File: config.mk
export PLATFORM = sky130hd
export DESIGN_NAME = id_ex_stage
export DESIGN_NICKNAME = d
export VERILOG_FILES = /design/src/rtl/id_ex_stage.sv
export SDC_FILE = /design/constraint.sdc
export NUM_CORES = 1
export LEC_CHECK = 0
export CAP_MARGIN = 0
export CORE_UTILIZATION = 45
export CTS_CLUSTER_SIZE = 28
export DETAILED_ROUTE_END_ITERATION = 10
export DONT_BUFFER_PORTS = 1
export PLACE_DENSITY = 0.61
export RECOVER_POWER = 50
export SLEW_MARGIN = 20
export SYNTH_ARGS = -nofsm -noshare
export SYNTH_HDL_FRONTEND = slang
export SYNTH_SLANG_ARGS = --single-unit
File: constraint.sdc
create_clock -name clk -period 1.85 [get_ports clk]
set_input_delay 0.185 -clock clk [delete_from_list [all_inputs] [get_ports clk]]
set_output_delay 0.185 -clock clk [all_outputs]
set_load 0.03 [all_outputs]
File: src/rtl/id_ex_stage.sv
// ID/EX pipeline register with load-use hazard detection, one-bubble stall,
// branch flush, memory hold and a saturating load-use bubble counter.
module id_ex_stage #(
   parameter int XLEN      = 32,
   parameter int RS_WIDTH  = 5,
   parameter int CNT_WIDTH = 16
) (
   input  logic                 clk,
   input  logic                 rst,
   input  logic                 valid_id,
   input  logic [RS_WIDTH-1:0]  rs1_id,
   input  logic [RS_WIDTH-1:0]  rs2_id,
   input  logic [RS_WIDTH-1:0]  rd_id,
   input  logic [XLEN-1:0]      rs1_data_id,
   input  logic [XLEN-1:0]      rs2_data_id,
   input  logic [XLEN-1:0]      imm_id,
   input  logic [XLEN-1:0]      pc_id,
   input  logic                 regwrite_id,
   input  logic                 memread_id,
   input  logic                 memwrite_id,
   input  logic [3:0]           aluop_id,
   input  logic                 flush_ex,
   input  logic                 hold_mem,
   output logic                 valid_ex,
   output logic [RS_WIDTH-1:0]  rs1_ex,
   output logic [RS_WIDTH-1:0]  rs2_ex,
   output logic [RS_WIDTH-1:0]  rd_ex,
   output logic [XLEN-1:0]      rs1_data_ex,
   output logic [XLEN-1:0]      rs2_data_ex,
   output logic [XLEN-1:0]      imm_ex,
   output logic [XLEN-1:0]      pc_ex,
   output logic                 regwrite_ex,
   output logic                 memread_ex,
   output logic                 memwrite_ex,
   output logic [3:0]           aluop_ex,
   output logic                 stall_id,
   output logic [CNT_WIDTH-1:0] bubble_cnt
);

   typedef struct packed {
      logic                valid;
      logic [RS_WIDTH-1:0] rs1;
      logic [RS_WIDTH-1:0] rs2;
      logic [RS_WIDTH-1:0] rd;
      logic [XLEN-1:0]     rs1_data;
      logic [XLEN-1:0]     rs2_data;
      logic [XLEN-1:0]     imm;
      logic [XLEN-1:0]     pc;
      logic                regwrite;
      logic                memread;
      logic                memwrite;
      logic [3:0]          aluop;
   } ex_pkt_t;

   ex_pkt_t              ex_q, ex_d, id_pkt;
   logic [CNT_WIDTH-1:0] cnt_q, cnt_d;
   logic                 luh;

   assign luh = valid_id & ex_q.valid & ex_q.memread & (ex_q.rd != '0) &
                ((ex_q.rd == rs1_id) | (ex_q.rd == rs2_id));

   // Flush overrides the hazard, so a killed slot never stalls decode.
   assign stall_id = hold_mem | (luh & ~flush_ex);

   always_comb begin
      id_pkt          = '0;
      id_pkt.valid    = valid_id;
      id_pkt.rs1      = rs1_id;
      id_pkt.rs2      = rs2_id;
      id_pkt.rd       = rd_id;
      id_pkt.rs1_data = rs1_data_id;
      id_pkt.rs2_data = rs2_data_id;
      id_pkt.imm      = imm_id;
      id_pkt.pc       = pc_id;
      // Writes to x0 are dropped here so forwarding never sees them.
      id_pkt.regwrite = regwrite_id & valid_id & (rd_id != '0);
      id_pkt.memread  = memread_id & valid_id;
      id_pkt.memwrite = memwrite_id & valid_id;
      id_pkt.aluop    = aluop_id;
   end

   always_comb begin
      ex_d  = ex_q;
      cnt_d = cnt_q;
      if (!hold_mem) begin
         if (flush_ex) begin
            ex_d = '0;
         end else if (luh) begin
            ex_d = '0;
            if (cnt_q != '1) cnt_d = cnt_q + CNT_WIDTH'(1);
         end else begin
            ex_d = id_pkt;
         end
      end
   end

   always_ff @(posedge clk or negedge rst) begin
      if (!rst) begin
         ex_q  <= '0;
         cnt_q <= '0;
      end else begin
         ex_q  <= ex_d;
         cnt_q <= cnt_d;
      end
   end

   assign valid_ex    = ex_q.valid;
   assign rs1_ex      = ex_q.rs1;
   assign rs2_ex      = ex_q.rs2;
   assign rd_ex       = ex_q.rd;
   assign rs1_data_ex = ex_q.rs1_data;
   assign rs2_data_ex = ex_q.rs2_data;
   assign imm_ex      = ex_q.imm;
   assign pc_ex       = ex_q.pc;
   assign regwrite_ex = ex_q.regwrite;
   assign memread_ex  = ex_q.memread;
   assign memwrite_ex = ex_q.memwrite;
   assign aluop_ex    = ex_q.aluop;
   assign bubble_cnt  = cnt_q;

endmodule

Word-level counts from Yosys, hierarchy flattened
Cells that the tools add are included.
{ "totals": {"word_cells": 35, "out_inout_bits": 168, "ff_bits": 167} }
{ "op_classes": {"n_reduce_logical": 3, "bitwise_logic": 13, "eq_ne": 3, "n_addsub": 1, "mux": 2} }
{ "ops": {"columns": ["cell", "count"], "rows": [
  ["two-way mux 151 bit", 2],
  ["adder 16 x 1 -> 16 bit (second input constant)", 1],
  ["inequality test 16 bit (second input constant)", 1],
  ["equality test 5 bit", 2],
  ["nonzero test 5 bit", 2],
  ["bitwise AND 1 bit", 9],
  ["AND reduction 4 bit", 1],
  ["NOT 1 bit", 2],
  ["OR 1 bit", 2]
]} }

Longest topological paths before layout
{ "depth": {"word_depth": 6, "mapped_depth": 8} }

Worst setup path before layout
Ideal clock, no wire load.
{ "synth_timing": {"path_kind": "register -> register", "from": "register cnt_q[0], in the netlist bubble_cnt[0]", "to": "register cnt_q[14], in the netlist bubble_cnt[14]", "required_ns": 1.725, "slack_ns": -0.178, "path_buffers": 1, "arrival_ns": 1.903, "period_less_slack_ns": 2.028, "stages_incl_launch_ff": 8, "cell_sequence": "dfrtp_1 > ha_1 > and3_1 > and3_1 > buf_2 > and3_4 > and4_1 > mux2_4"} }
{ "synth_via": {"elab_chain_len": 2, "word_cells_on_any_way": 3, "classes_between": "add/sub (1); eq/ne (1); reduce/logical (1)"} }
{ "synth_rtl": {"columns": ["element", "line_no", "source"], "rows": [
  ["start, declared", "56", "logic [CNT_WIDTH-1:0] cnt_q, cnt_d;"],
  ["start signal, assigned", "103", "cnt_q <= cnt_d;"],
  ["branches (longest 2 deep; another with adder 16 x 1 -> 16 bit)", null, null]
]} }
Parallel ways; which one is timed is not known.
A chain may end at the register's enable or synchronous reset.

Worst setup path after layout
{ "layout_timing": {"from": "register ex_q, in the netlist rd_ex[1]", "to": "register ex_q, in the netlist imm_ex[26]"} }
{ "layout_via": {"elab_chain_len": 5, "word_cells_on_any_way": 8, "classes_between": "eq/ne (2); mux (2); bitwise (3); reduce/logical (1)"} }
{ "layout_rtl": {"columns": ["element", "line_no", "source"], "rows": [
  ["start, declared", "55", "ex_pkt_t ex_q, ex_d, id_pkt;"],
  ["start signal, assigned", "99", "ex_q <= '0;"],
  ["start signal, assigned", "102", "ex_q <= ex_d;"],
  ["equality test 5 bit or nonzero test 5 bit (tied branches)", "60, 59", null],
  ["OR 1 bit or bitwise AND 1 bit (tied branches)", "60, 59", null],
  ["bitwise AND 1 bit *", "59", "assign luh = valid_id & ex_q.valid & ex_q.memread & (ex_q.rd != '0) &"],
  ["two-way mux 151 bit *", "88", "end else if (luh) begin"],
  ["two-way mux 151 bit *", "86", "if (flush_ex) begin"]
]} }
Every way passes the cells marked *; elsewhere a longest branch is shown, timed or not.

==> key figures <==
Critical path
  • CP top delay family: buffers and inverters
  • Critical path peak fanout: 9
  • Setup crit start: rd_ex[1]
  • Critical path's most frequent cell: buf_12
  • Stages on worst setup path: 10
  • Critical path's largest stage delay: 460 ps
  • Startpoint types: register
  • CP Buf/Inv Count: 4
  • R2R depth: 10
  • Critical path type: reg2reg
  • Critical Path AT: 2250 ps
  • Setup crit end kind: register
  • Required time worst endpoint: 2190 ps
  • CP Cell Sequence: xnor2_2 > nand2_2 > o22ai_4 > buf_4 > a21oi_4 > buf_12 > buf_12 > clkbuf_16 > nand2_1 > o21ai_1
  • CP max-delay cell: dfrtp_2
  • RR Startpoint: rd_ex[1]

Clocking
  • CTS Root Cell: clkbuf_16
  • Clk_lat worst skew: around 420 ps
  • Clock tree buffer depth: 2
  • Reg clk slew, reported paths: roughly 60 ps
  • H-tree Lvls: 4
  • CTS tree: yes
  • Clock Sinks: ~170
  • CTS Buf Count: 17

Synth
  • Count leader, synth: nand2_1
  • Post-Syn Nets: 913
  • Dominant synthesized flop cell: dfrtp_1
  • Synth Area per Inst: 9.22 µm²
  • Share of the synthesized area in the top cell type: 59.9%
  • Ys async rst share: between 90% and 100%
  • Flops & latches, synth: 167
  • Post-synth EDFFs: 0
  • Cell Area, Synth: roughly 7000 µm²
  • Most instantiated cells after synthesis: 303 x nand2_1, 167 x dfrtp_1, 128 x o21ai_1, 32 x clkbuf_1, 23 x o21ai_0
  • Mapped Cells: about 760
  • Ys Warns: 0
  • Share of the yosys chip area belonging to registers: 59.9%
  • Unique masters post-synth: 33
  • Ranking of synthesized cells by area: dfrtp_1 60%, nand2_1 16%, o21ai_1 9.2%
  • Area leader, netlist: dfrtp_1

Routing
  • Final WL: 19,500 µm
  • 1st-iter DRT viols: approximately 300
  • Antenna viol nets, final: 0
  • Vias/cell: 5.43
  • Vias: 5,477
  • Routed wire per std cell: between 15 and 20 µm
  • DRC: 0
  • First-pass DRT Iterations: 4

Outcome
  • Violated checks: negative hold slack, negative setup slack
  • Outcome: finished, violations left

Power and ir drop
  • Worst vdd rail ir drop: 594 µV
  • Leakage: 3.97 nW
  • Pwr/cell area: between 900 and 1000 nW/µm²

STA
  • RSZ-0062 raised after global routing: yes
  • Worst setup margin: -64.6 ps
  • Tmin final: 1910 ps
  • Final hold vios: 299
  • Highest clock rate: 522 MHz
  • Slew @ Worst Pin: ~470 ps
  • # setup viols final: 36
  • Clk_skew: 8.60 ps
  • Pins Over Slew Limit: 0
  • Fin crit share: 103%
  • Worst rel slew slack: approximately 70%
  • Worst hold margin: -537 ps

Placement
  • Detailed Place HPWL: around 11,000 µm
  • Port Buf Inserts: 0
  • Global placement routability congestion: 0.806

Flow run
  • Number of max-cap violations: 0

Floorplan
  • # IOs: roughly 320
  • Die W: about 130 µm
  • Starting density of the core: 46.1%
  • # rows: 45
  • CORE AREA: 15,100 µm²
  • Die Y: 127 µm
  • Full die area: 16,000 µm²

Layout
  • Syn-to-layout area delta: 24.3%
  • Layout cells sized above 1: 16.3%
  • Filler cell count: 1,297
  • Final Util: 57.3%
  • FF/Latch Area: 4190 µm²
  • Ant diodes: 0
  • Final net count: 965
  • Area of the multi-input gates: 2680 µm²

Global route
  • First-pass GRT wire length: around 26,000 µm
  • GRT overflow: 0
  • Largest net degree at the start of global routing: 306
  • Number of global-route vias before repair: 5,109
  • Initial antenna violation count: 0
  • GRT Util Overall: 21.4%

Min path
  • Worst min path class: in2async
metrics by stage:
step / total power, W / instance area, µm² / setup WS [ps] / std cells / setup TNS (ps)
6_report: 0.00860 / 8670 / -64.6 / 1009 / -1020
5_1_grt: 0.00892 / 8670 / -176 / 1009 / -9270
4_1_cts: 0.00851 / 8070 / -89.5 / 982 / -89.5
3_5_place_dp: 0.00512 / 7190 / -67.6 / 922 / -180
3_3_place_gp: 0.00509 / 7190 / 81.2 / 922 / 0
2_1_floorplan: 0.00505 / 7010 / -20.8 / 757 / -37.7
power by group:
group          total, W  switching, W  internal [W]
Clock           0.00331       0.00137       0.00194
Sequential      0.00461      0.000712       0.00390
Combinational  0.000674      0.000328      0.000347
cells by family (layout without fill, tap and decap cells):
logic type	count (synthesis)	in the layout	synth area share, %
AND/OR/NAND/NOR	352	352	20.5
flip-flops	167	167	59.9
AO/OA/AOI/OAI	156	156	11.4
buffers and inverters	55	119	4.54
XOR/XNOR	22	22	2.76
multiplexers	4	4	0.717
adder cells (fa/ha/maj)	1	1	0.179
flip-flops by register name (all words and copies together), names as in the netlist, 4 cells and up:
signal	count
imm_ex	32
pc_ex	32
rs1_data_ex	32
rs2_data_ex	32
bubble_cnt	16
rd_ex	5
rs1_ex	5
rs2_ex	5
aluop_ex	4
cells in the final DEF (no fill, tap or decap), types with 5 or more instances in the layout:
cell	instances
nand2_2	10
nand4_1	14
o21ai_1	129
nor2_1	8
xnor2_1	13
dlygate4sd3_1	32
buf_4	30
and3_1	5
xnor2_2	5
nand2_1	294
buf_12	9
dfrtp_1	162
clkbuf_16	24
o21ai_2	18
dfrtp_2	5
cell type report:
cell class	instances	share of cell area, %
inverters	2	0.0865
clock buffers	23	5.51
multi-input cells	535	30.8
flip-flops and latches	167	48.2
well taps	188	2.71
clock inverters	8	0.865
repair buffers	86	11.7
layer usage:
layer	up-vias	routed length, µm	GRT usage, %
met1	2609	7480	24.5
met4	0	497	9.85
met5	-	0	0
met2	263	9740	35.0
met3	37	1750	8.81
li1	2568	-	-
worst register-to-register path: stages (launching register included):
cell	delay (ps)
dfrtp_2	460
xnor2_2	160
nand2_2	100
o22ai_4	90
buf_4	140
a21oi_4	230
buf_12	200
buf_12	120
clkbuf_16	130
nand2_1	60
o21ai_1	130
repair_timing:
action / CTS / global route
gates cloned: 0 / 14
hold buffers: 27 / 5
endpoints found under the setup margin: 23 / 160
hold endpoints to repair: 319 / 316
pin swaps: 8 / 9
gates resized for setup: 9 / 64
buffers inserted: 2 / 8
final timing paths:
kind	to	slack, ps
worst max-delay path	imm_ex[26]	-60
worst min-delay path	bubble_cnt[12]	-540
worst max register to register	imm_ex[26]	-60
worst min register to register	bubble_cnt[5]	530
max in group asynchronous	rd_ex[1]	1950
min in group clk	rs2_data_ex[15]	-150
No activity file was read; power rests on OpenSTA's default activity.
